--- src/rtl/data_mem_access_unit_pkg.sv ---
// rtl/data_mem_access_unit_pkg.sv - shared encodings and alignment check for the data memory access unit
package data_mem_access_unit_pkg;

    localparam logic [1:0] SZ_BYTE = 2'b00;
    localparam logic [1:0] SZ_HALF = 2'b01;
    localparam logic [1:0] SZ_WORD = 2'b10;

    typedef enum logic [2:0] {
        ST_IDLE     = 3'd0,
        ST_LOAD     = 3'd1,
        ST_RMW_READ = 3'd2,
        ST_STORE    = 3'd3,
        ST_RESP     = 3'd4
    } state_t;

    // size 2'b11 is reserved and always rejected
    function automatic logic is_misaligned(input logic [1:0] size, input logic [1:0] addr_lo);
        logic bad;
        case (size)
            SZ_BYTE: bad = 1'b0;
            SZ_HALF: bad = addr_lo[0];
            SZ_WORD: bad = (addr_lo != 2'b00);
            default: bad = 1'b1;
        endcase
        return bad;
    endfunction

endpackage

--- src/rtl/data_mem_access_unit_lane_align.sv ---
// rtl/data_mem_access_unit_lane_align.sv - little-endian lane extract/extend for loads and lane merge for stores
module data_mem_access_unit_lane_align
    import data_mem_access_unit_pkg::*;
#(
    parameter int DATA_W = 32
) (
    input  logic [1:0]        i_size,
    input  logic [1:0]        i_addr_lo,
    input  logic              i_signed,
    input  logic [DATA_W-1:0] i_rdata,
    input  logic [DATA_W-1:0] i_wdata,
    output logic [DATA_W-1:0] o_load_data,
    output logic [DATA_W-1:0] o_merged
);

    logic [7:0]  w_byte;
    logic [15:0] w_half;

    always_comb begin
        w_byte = 8'h00;
        case (i_addr_lo)
            2'd0: w_byte = i_rdata[7:0];
            2'd1: w_byte = i_rdata[15:8];
            2'd2: w_byte = i_rdata[23:16];
            default: w_byte = i_rdata[31:24];
        endcase
        w_half = i_addr_lo[1] ? i_rdata[31:16] : i_rdata[15:0];

        o_load_data = i_rdata;
        case (i_size)
            SZ_BYTE: o_load_data = {{24{i_signed & w_byte[7]}}, w_byte};
            SZ_HALF: o_load_data = {{16{i_signed & w_half[15]}}, w_half};
            default: o_load_data = i_rdata;
        endcase
    end

    // i_rdata holds the old word here; only the addressed lanes are replaced
    always_comb begin
        o_merged = i_rdata;
        case (i_size)
            SZ_BYTE: begin
                case (i_addr_lo)
                    2'd0: o_merged[7:0]   = i_wdata[7:0];
                    2'd1: o_merged[15:8]  = i_wdata[7:0];
                    2'd2: o_merged[23:16] = i_wdata[7:0];
                    default: o_merged[31:24] = i_wdata[7:0];
                endcase
            end
            SZ_HALF: begin
                if (i_addr_lo[1]) begin
                    o_merged[31:16] = i_wdata[15:0];
                end else begin
                    o_merged[15:0] = i_wdata[15:0];
                end
            end
            default: o_merged = i_wdata;
        endcase
    end

endmodule

--- src/rtl/data_mem_access_unit.sv ---
// rtl/data_mem_access_unit.sv - load/store initiator with sub-word read-modify-write and misalignment rejection
module data_mem_access_unit
    import data_mem_access_unit_pkg::*;
#(
    parameter int ADDR_W = 32,
    parameter int DATA_W = 32
) (
    input  logic              clk,
    input  logic              reset,
    input  logic              req_valid,
    output logic              req_ready,
    input  logic              req_write,
    input  logic [1:0]        req_size,
    input  logic              req_signed,
    input  logic [ADDR_W-1:0] req_addr,
    input  logic [DATA_W-1:0] req_wdata,
    output logic              resp_valid,
    input  logic              resp_ready,
    output logic [DATA_W-1:0] resp_rdata,
    output logic              resp_misaligned,
    output logic              MemRead,
    output logic              MemWrite,
    output logic [ADDR_W-1:0] mem_address,
    output logic [DATA_W-1:0] mem_write_data,
    input  logic [DATA_W-1:0] MemData_in
);

    state_t            r_state;
    state_t            w_next_state;
    logic [1:0]        r_size;
    logic              r_signed;
    logic [ADDR_W-1:0] r_addr;
    logic [DATA_W-1:0] r_wdata;
    logic [DATA_W-1:0] r_rdata;
    logic              r_misaligned;
    logic              w_accept;
    logic              w_req_bad;
    logic [DATA_W-1:0] w_load_data;
    logic [DATA_W-1:0] w_merged;

    assign w_accept  = req_valid && (r_state == ST_IDLE);
    assign w_req_bad = is_misaligned(req_size, req_addr[1:0]);

    data_mem_access_unit_lane_align #(
        .DATA_W (DATA_W)
    ) u_lane_align (
        .i_size      (r_size),
        .i_addr_lo   (r_addr[1:0]),
        .i_signed    (r_signed),
        .i_rdata     (MemData_in),
        .i_wdata     (r_wdata),
        .o_load_data (w_load_data),
        .o_merged    (w_merged)
    );

    always_ff @(posedge clk or negedge reset) begin
        if (!reset) begin
            r_state <= ST_IDLE;
        end else begin
            r_state <= w_next_state;
        end
    end

    always_comb begin
        w_next_state    = r_state;
        req_ready       = 1'b0;
        resp_valid      = 1'b0;
        resp_rdata      = '0;
        resp_misaligned = 1'b0;
        MemRead         = 1'b0;
        MemWrite        = 1'b0;
        mem_address     = '0;
        mem_write_data  = '0;
        case (r_state)
            ST_IDLE: begin
                req_ready = 1'b1;
                if (w_accept) begin
                    if (w_req_bad) begin
                        w_next_state = ST_RESP;
                    end else if (!req_write) begin
                        w_next_state = ST_LOAD;
                    end else if (req_size == SZ_WORD) begin
                        w_next_state = ST_STORE;
                    end else begin
                        w_next_state = ST_RMW_READ;
                    end
                end
            end
            ST_LOAD: begin
                MemRead      = 1'b1;
                mem_address  = {2'b00, r_addr[ADDR_W-1:2]};
                w_next_state = ST_RESP;
            end
            ST_RMW_READ: begin
                MemRead      = 1'b1;
                mem_address  = {2'b00, r_addr[ADDR_W-1:2]};
                w_next_state = ST_STORE;
            end
            ST_STORE: begin
                MemWrite       = 1'b1;
                mem_address    = {2'b00, r_addr[ADDR_W-1:2]};
                mem_write_data = r_wdata;
                w_next_state   = ST_RESP;
            end
            ST_RESP: begin
                resp_valid      = 1'b1;
                resp_rdata      = r_rdata;
                resp_misaligned = r_misaligned;
                if (resp_ready) begin
                    w_next_state = ST_IDLE;
                end
            end
            default: w_next_state = ST_IDLE;
        endcase
    end

    // r_wdata doubles as the write-back word: right-aligned store data until RMW_READ merges it
    always_ff @(posedge clk or negedge reset) begin
        if (!reset) begin
            r_size       <= SZ_BYTE;
            r_signed     <= 1'b0;
            r_addr       <= '0;
            r_wdata      <= '0;
            r_rdata      <= '0;
            r_misaligned <= 1'b0;
        end else begin
            if (w_accept) begin
                r_size       <= req_size;
                r_signed     <= req_signed;
                r_addr       <= req_addr;
                r_wdata      <= req_wdata;
                r_rdata      <= '0;
                r_misaligned <= w_req_bad;
            end
            if (r_state == ST_LOAD) begin
                r_rdata <= w_load_data;
            end
            if (r_state == ST_RMW_READ) begin
                r_wdata <= w_merged;
            end
        end
    end

endmodule

--- config.mk ---
export PLATFORM = sky130hd
export DESIGN_NAME = data_mem_access_unit
export DESIGN_NICKNAME = d
export VERILOG_FILES = /design/src/rtl/data_mem_access_unit_pkg.sv /design/src/rtl/data_mem_access_unit_lane_align.sv /design/src/rtl/data_mem_access_unit.sv
export SDC_FILE = /design/constraint.sdc
export NUM_CORES = 1
export LEC_CHECK = 0
export BUFFER_PORTS_ARGS = -buffer_cell sky130_fd_sc_hd__buf_4
export CORE_ASPECT_RATIO = 0.75
export CORE_UTILIZATION = 45
export DETAILED_ROUTE_END_ITERATION = 6
export PLACE_DENSITY = 0.76
export RECOVER_POWER = 50
export SLEW_MARGIN = 15
export SYNTH_ARGS = -nofsm -noshare
export SYNTH_HDL_FRONTEND = slang
export SYNTH_SLANG_ARGS = --single-unit
--- constraint.sdc ---
create_clock -name clk -period 2.05 [get_ports clk]
set_input_delay 0.41 -clock clk [delete_from_list [all_inputs] [get_ports clk]]
set_output_delay 0.41 -clock clk [all_outputs]
set_load 0.005 [all_outputs]
Word level (Yosys, flattened, before mapping):

Index checks and enable logic that the tools add are counted.

* eq/ne operators: 14
* multiplexer cells: 29
* bitwise operators: 2
* reduce and logical (&&, ||, !) cells: 16

Operators by type and width (count)
* 32-bit two-way mux: 6
* 32-bit case mux with 2 select lines: 2
* 16-bit two-way mux: 3
* 8-bit two-way mux: 4
* 30-bit two-way mux: 1
* 8-bit case mux with 3 select lines: 1
* 3-bit case mux with 4 select lines: 1
* 3-bit two-way mux: 3
* 2-bit by 1-bit equality test with 1-bit output (second input constant): 3
* 3-bit by 2-bit equality test with 1-bit output (second input constant): 2
* 2-bit logical NOT: 3
* 1-bit two-way mux: 6
* 3-bit != test (second input constant): 2
* 2-bit nonzero test: 3
* 3-bit OR reduction: 2
* 2-bit equality test (second input constant): 2
* 2-bit != test (second input constant): 2
* 2-bit AND reduction: 2
* 4-bit AND reduction: 1
* 2-bit OR reduction: 2
* 3-bit by 1-bit equality test with 1-bit output (second input constant): 1
* 3-bit equality test (second input constant): 1
* 3-bit logical NOT: 1
* 3-bit by 1-bit != test with 1-bit output (second input constant): 1
* 5 further kinds: 6

* flip-flop bits (word level): 103
* bits of input ports: 104
* output and inout port bits: 101
* word-level logic and storage cells: 70

Longest topological paths before layout:

Gate-level depths: netlist of run 1.

* depth in word-level cells: 6
* mapped depth: 7
* depth with buffers taken out: 4

Cells and area by module:

From an unflattened synthesis of run 1, not the netlist that was laid out.

* cell total of the unflattened synthesis: 684
* area, all modules: 6682.7 um2

By module, submodules not included
* data_mem_access_unit: instances 1, cells each 434, area each 4769.6 um2, sequential area each 2577.5 um2
* data_mem_access_unit_lane_align: instances 1, cells each 250, area each 1913.1 um2, sequential area each 0.0 um2

Worst setup path after synthesis of run 1:

No wires, ideal clock.

* path kind: reg2reg
* start point: reg r_state[1]
* end point: reg r_addr[16]
* library setup time: 0.125 ns
* data arrival time: 1.541 ns
* path slack: 0.384 ns
* stages on the path, launching flop included: 5
* buffers on the path: 2
* period minus slack after synthesis: 1.666 ns
* path through: dfrtp_1 -> nor4b_2 -> buf_2 -> buf_4 -> mux2_2

* longest elaborated chain between the ends: 2

RTL lines
* start, declared: line data_mem_access_unit.sv:28 `state_t r_state;`
* start signal, assigned: line data_mem_access_unit.sv:60 `r_state <= w_next_state;`
* 3-bit logical NOT: line data_mem_access_unit.sv:41 `assign w_accept = req_valid && (r_state == ST_IDLE);`
* 1-bit logical AND: line data_mem_access_unit.sv:41
* end signal, assigned: line data_mem_access_unit.sv:130 `r_addr <= req_addr;`
* end, declared: line data_mem_access_unit.sv:32 `logic [ADDR_W-1:0] r_addr;`

Every way passes these cells.
A chain may end at the register's enable or synchronous reset.

Worst setup path in the final report of run 1:

* start point: reg r_state[0]
* end point: out mem_write_data[3]

* longest elaborated chain between the ends: 2

RTL lines
* 3-bit by 2-bit equality test with 1-bit output: line data_mem_access_unit.sv:74 `case (r_state)`
* 32-bit two-way mux: line data_mem_access_unit.sv:74
* end, declared: line data_mem_access_unit.sv:24 `output logic [DATA_W-1:0] mem_write_data,`

Every way passes these cells.

==> flow_metrics.env, run 1 <==
export IMPL_outcome="complete, but fails checks"
export IMPL_violations="setup timing"
export IMPL_syn_inst=592
export IMPL_antenna_found_initial=0
export IMPL_core_um2=12400
export IMPL_syn_avg_cell_area_um2=9.72
export IMPL_diodes=0
export IMPL_gp_congestion=0.893
export IMPL_synth_main_ff_cell="dfrtp_1"
export IMPL_die_x_um=133
export IMPL_r2r_cells=6
export IMPL_start_util=0.465
export IMPL_grt_pass1_vias=5321
export IMPL_nFillCells=996
export IMPL_drc_errors=0
export IMPL_wl_per_cell_um=20.6
export IMPL_routed_wirelength_mm=20.1
export IMPL_syn_cell_area_um2=5760
export IMPL_drt_iter0_drc=599
export IMPL_grt_use_total=0.283
export IMPL_fin_nets=906
export IMPL_startpoint_type="flop"
export IMPL_io_buffers=202
export IMPL_skew_ns=0.00821
export IMPL_hold_path_class="primary input to asynchronous set/reset pin"
export IMPL_grt_pass1_wl_mm=28.7
export IMPL_ioPinCount=205
export IMPL_dpl_hpwl_mm=14.0
export IMPL_area_growth_pct=42.9
export IMPL_worst_pin_slew_ns=0.998
export IMPL_critPathCaptureType="output pin"
export IMPL_period_minus_slack_ns=2.13
export IMPL_async_reset_ff_frac=1.00
export IMPL_root_buffer="clkbuf_16"
export IMPL_yosysWarnings=0
export IMPL_hold_viol=0
export IMPL_path_clk_slew_ns=0.07
export IMPL_clockBufferDepth=2
export IMPL_leakagePower_nw=3.99
export IMPL_die_h_um=100
export IMPL_rows=35
export IMPL_final_period_utilization=1.04
export IMPL_arrival_ns=1.72
export IMPL_worstSkewPairLatency_ns=0.35
export IMPL_cts_buffers=9
export IMPL_rsz0062_at_grt="yes"
export IMPL_slew_headroom=0.335
export IMPL_synth_cell_type_count=55
export IMPL_cts_hold_buf=0
export IMPL_drive_above_1_share=0.413
export IMPL_critPathSlowestCell="dfrtp_1"
export IMPL_yosys_register_bits=103
export IMPL_worst_slack_ns=-0.0809
export IMPL_antenna_left=0
export IMPL_setup_tns_ns=-1.78
export IMPL_cts_sinks=103
export IMPL_critical_path_class="flop to output pin"
export IMPL_crit_chain="buf_6, and3_4, clkbuf_16, and2_1, buf_4"
export IMPL_grt_overflow=0
export IMPL_vias=5724
export IMPL_p_total_mw=11.0
export IMPL_grt_max_degree=49
export IMPL_setup_viol=33
export IMPL_htree_num_levels=3
export IMPL_synth_edf_count=0
export IMPL_drv_cap=0
export IMPL_maxSlewViolCount=0
export IMPL_max_stage_delay_ns=0.43
export IMPL_ir_drop_mv=0.725
export IMPL_yosysSeqAreaShare=0.448
export IMPL_dr_pass1_iters=5
export IMPL_cts_tree="built"
export IMPL_required_ns=1.64
export IMPL_critPathMaxFanout=12
export IMPL_powerDensity_nw_per_um2=1330
export IMPL_detail_route_vias_per_cell=5.88
export IMPL_die_area_um2=13300
export IMPL_fmax_mhz=469
synthesized netlist by cell type, drive strengths merged (16+ instances only):
cell type / n / area share
dfrtp: 103 / 0.45
and2: 62 / 0.067
nand2: 46 / 0.030
o21ai: 43 / 0.040
a21oi: 35 / 0.031
and3: 34 / 0.037
mux2: 31 / 0.061
mux2i: 27 / 0.047
buf: 26 / 0.025
inv: 23 / 0.015
clkbuf: 22 / 0.014
a221o: 16 / 0.028
nor2: 16 / 0.011
o221ai: 16 / 0.024
cell usage in the layout (no fill, tap or decap), types with 4 or more instances in the layout:
| cell | netlist | routed |
|---|---|---|
| nor2_1 | 15 | 12 |
| o221ai_1 | 16 | 16 |
| nor3_1 | 5 | 5 |
| buf_12 | 0 | 4 |
| o211ai_1 | 9 | 9 |
| mux2_2 | 31 | 31 |
| nor3b_1 | 8 | 8 |
| o21ai_0 | 37 | 37 |
| or3_1 | 8 | 8 |
| o21ai_1 | 4 | 4 |
| a21oi_1 | 34 | 33 |
| nand3_1 | 8 | 8 |
| buf_6 | 1 | 24 |
| a2bb2oi_1 | 8 | 8 |
| dfrtp_1 | 103 | 102 |
| buf_4 | 5 | 207 |
| and2_1 | 62 | 44 |
| and3_1 | 34 | 33 |
| a221o_1 | 16 | 16 |
| mux2i_1 | 27 | 27 |
| clkbuf_16 | 0 | 14 |
| nand2_1 | 45 | 45 |
| and2_4 | 0 | 18 |
| inv_1 | 22 | 22 |
| a31oi_1 | 10 | 10 |
| o22ai_1 | 8 | 8 |
flip-flops by register name, indices dropped and copies added (netlist names):
signal / count
r_misaligned: 1
r_rdata: 32
r_signed: 1
r_state: 3
r_size: 2
r_addr: 32
r_wdata: 32
final timing paths:
check                      slack (ns)                 to           from
setup / recovery                -0.08  mem_write_data[3]     r_state[0]
hold / removal                   0.20        r_rdata[17]          reset
setup reg to reg                 0.02         r_addr[25]     r_state[2]
hold reg to reg                  0.49         r_rdata[1]     r_rdata[1]
max in group asynchronous        0.39        r_wdata[24]          reset
min in group clk                 0.27        r_wdata[14]  req_wdata[14]
routing by layer:
layer  share of wire  up-vias  GRT usage
li1                -     2554          -
met1            0.43     2839      0.390
met2            0.47      311      0.451
met3           0.093       20     0.0626
met4           0.013        0     0.0752
met5               0        -          0
per-stage QoR:
step           utilization  std cells  setup WS [ns]  hold slack [ns]  cell area, um^2
5_1_grt              0.664        973         -0.115            0.274             8230
2_1_floorplan            -        593          0.384            0.114             5760
3_3_place_gp         0.605        939         0.0572            0.416             7500
3_5_place_dp         0.605        939         -0.203            0.420             7500
4_1_cts              0.636        958         -0.128           0.0428             7890
6_report             0.664        973        -0.0809            0.203             8230
worst max-delay path: cells and delay by family, from the launching register on:
kind / cells / cell delay (ns)
buffers and inverters: 3 / 0.50
AND/OR/NAND/NOR: 2 / 0.44
flip-flops: 1 / 0.43
timing repair:
action,in CTS,in global routing
endpoints found under the setup margin,64,92
gates resized for setup,13,59
gates cloned,1,8
pin swaps,0,7
buffers inserted,2,8
report_power, final:
part / total [mW] / leakage (nW) / internal [mW] / switching [mW]
Combinational: 5.58 / 2.58 / 2.75 / 2.83
Sequential: 3.70 / 1.27 / 2.93 / 0.777
Clock: 1.68 / 0.141 / 0.875 / 0.806
Total: 11.0 / 3.99 / 6.55 / 4.42
cells by family after synthesis:
group           after synthesis  share of synthesized area
compound gates              158                      0.191
flops                       103                      0.448
simple gates                199                      0.195
other cells                   1                   0.000651
buf+inv                      72                     0.0548
mux                          59                      0.111
layout make-up:
type                    instances  area [um^2]  share of cell area
clock buffers                  10          239              0.0290
clock inverters                 6         50.0             0.00608
inverters                      24          103              0.0125
multi-input cells             418         2950               0.359
flip-flops and latches        103         2580               0.313
well taps                     166          208              0.0252
repair buffers                246         2100               0.255
Power figures use the tool's default switching activity.
==> run 2, diff against run 1 <==
--- a/config.mk
+++ b/config.mk
@@ -6,9 +6,10 @@
 export NUM_CORES = 1
 export LEC_CHECK = 0
 export BUFFER_PORTS_ARGS = -buffer_cell sky130_fd_sc_hd__buf_4
-export CORE_ASPECT_RATIO = 0.75
+export CORE_ASPECT_RATIO = 0.8
 export CORE_UTILIZATION = 45
 export DETAILED_ROUTE_END_ITERATION = 6
+export GPL_TIMING_DRIVEN = 0
 export PLACE_DENSITY = 0.76
 export RECOVER_POWER = 50
 export SLEW_MARGIN = 15
==> flow_metrics.env, run 2 (same netlist as run 1, synthesis figures left out) <==
export IMPL_finalInstanceArea_um2=8300
export IMPL_path_buf_inv=4
export IMPL_cts_hold_buf=0
export IMPL_fin_nets=922
export IMPL_critPathCaptureType="output pin"
export IMPL_antenna_left=0
export IMPL_path_clk_slew_ns=0.07
export IMPL_ioPinCount=205
export IMPL_hold_path_depth=3
export IMPL_worstSkewPairLatency_ns=0.35
export IMPL_wl_per_cell_um=20.3
export IMPL_pwr_share_comb=0.529
export IMPL_cts_sinks=103
export IMPL_regArea_um2=2580
export IMPL_grt_pass1_wl_mm=29.9
export IMPL_htree_num_levels=3
export IMPL_fmax_mhz=491
export IMPL_period_minus_slack_ns=2.04
export IMPL_critPathMaxFanout=6
export IMPL_dpl_worst_slack_ns=-0.199
export IMPL_final_period_utilization=0.993
export IMPL_nFillCells=987
export IMPL_crit_chain="buf_6, nor2_4, nor2_4, buf_12, buf_8, and2_4, buf_4"
export IMPL_vias=5756
export IMPL_diodes=0
export IMPL_arrival_ns=1.63
export IMPL_start_util=0.466
export IMPL_drc_errors=0
export IMPL_die_h_um=103
export IMPL_dr_pass1_iters=7
export IMPL_outcome="finished clean"
export IMPL_area_growth_pct=44.1
export IMPL_worst_slack_ns=0.0148
export IMPL_leakagePower_nw=4.02
export IMPL_multiInputGateArea_um2=3010
export IMPL_io_buffers=202
export IMPL_core_um2=12300
export IMPL_grt_max_degree=104
export IMPL_r2r_slack_ns=0.02
export IMPL_setup_viol=0
export IMPL_crit_path_frequent_cell="nor2_4"
export IMPL_routed_wirelength_mm=20.2
export IMPL_critical_path_class="flop to output pin"
export IMPL_hold_start="req_wdata[9]"
export IMPL_root_buffer="clkbuf_16"
export IMPL_p_sw_frac=0.398
export IMPL_powerDensity_nw_per_um2=1380
export IMPL_cts_tree="built"
export IMPL_die_area_um2=13300
export IMPL_grt_use_total=0.306
export IMPL_cp_top_family="buffers and inverters"
export IMPL_dpl_hpwl_mm=14.8
export IMPL_drive_above_1_share=0.426
export IMPL_clkPwrFrac=0.157
export IMPL_drv_cap=0
export IMPL_rows=36
export IMPL_antenna_found_initial=0
export IMPL_hold_viol=0
export IMPL_rsz0062_at_grt="yes"
export IMPL_max_stage_delay_ns=0.41
export IMPL_top_regs="r_addr: 32 flops, r_rdata: 32 flops, r_wdata: 32 flops"
export IMPL_detail_route_vias_per_cell=5.79
export IMPL_r2r_cells=5
export IMPL_drt_iter0_drc=601
export IMPL_internal_power_mw=6.89
export IMPL_critPathLaunch="r_state[1]"
export IMPL_startpoint_type="flop"
export IMPL_clockBufferDepth=2
export IMPL_final_common_cell="buf_4"
export IMPL_crit_cells=7
export IMPL_grt_overflow=0
export IMPL_final_cell_mix="186 x buf_4, 101 x dfrtp_1, 45 x nand2_1"
export IMPL_grt_pass1_vias=5407
export IMPL_skew_ns=0.00939
export IMPL_slew_headroom=0.0489
export IMPL_r2r_start="r_state[1]"
export IMPL_worst_pin_slew_ns=1.43
export IMPL_dpl_instance_area_um2=7490
export IMPL_cts_buffers=9
export IMPL_required_ns=1.64
export IMPL_sequentialPowerShare=0.314
export IMPL_maxSlewViolCount=0
export IMPL_ir_drop_mv=0.690
export IMPL_hold_path_class="primary input to flop"
export IMPL_gp_congestion=0.893
export IMPL_power_switching_mw=4.56
export IMPL_die_x_um=128
export IMPL_critPathSlowestCell="dfrtp_2"
run 2: timing repair:
| item | in CTS | in global routing |
|---|---|---|
| setup buffers | 8 | 2 |
| gates cloned | 3 | 0 |
| pin swaps | 27 | 8 |
| gates resized for setup | 90 | 41 |
| endpoints found under the setup margin | 95 | 115 |
run 2: routing by layer:
metal  wire length (um)  vias to the layer above  global-route usage  part of all wire
met2               9460                      326               0.484              0.47
met3               1880                       34              0.0659             0.093
met5                  0                        -                   0                 0
li1                   -                     2581                   -                 -
met1               8420                     2815               0.423              0.42
met4                435                        0              0.0941             0.022
run 2: power groups by stage:
stage	Clock [mW]	Sequential [mW]	Combinational (mW)
2_1_floorplan	0	3.32	3.36
3_3_place_gp	0	3.52	4.85
3_5_place_dp	0	3.59	4.98
4_1_cts	1.82	3.55	5.63
5_1_grt	1.91	3.68	6.51
6_report	1.80	3.60	6.06
run 2: metrics by stage:
stage / power (mW) / hold WS (ns) / std cells / TNS (ns) / utilization
CTS: 11.0 / 0.210 / 992 / -0.568 / 0.661
global placement: 8.37 / 0.460 / 966 / -6.31 / 0.607
finish: 11.5 / 0.258 / 994 / 0 / 0.672
detailed placement: 8.57 / 0.472 / 966 / -8.66 / 0.607
global route: 12.1 / 0.256 / 994 / -0.595 / 0.672
floorplan: 6.68 / 0.114 / 593 / 0 / -
run 2: final timing paths:
path,endpoint
hold reg to reg,r_rdata[10]
setup / recovery,mem_address[13]
max in group asynchronous,r_state[1]
min in group asynchronous,r_wdata[20]
hold / removal,r_wdata[9]
setup reg to reg,r_addr[16]
run 2: final cells by class:
class / instances / area share
Inverter: 24 / 0.0109
Clock inverter: 5 / 0.00784
Tap cell: 171 / 0.0258
Timing Repair Buffer: 215 / 0.213
Multi-Input combinational cell: 418 / 0.363
Sequential cell: 103 / 0.311
Buffer: 47 / 0.0394
Clock buffer: 11 / 0.0293
run 2: worst reg2reg max path, stage by stage, from the launching register on:
cell and delay, ns:
dfrtp_2 0.41, clkbuf_2 0.20, nor4b_4 0.43, clkbuf_4 0.31, buf_4 0.22, mux2_2 0.35
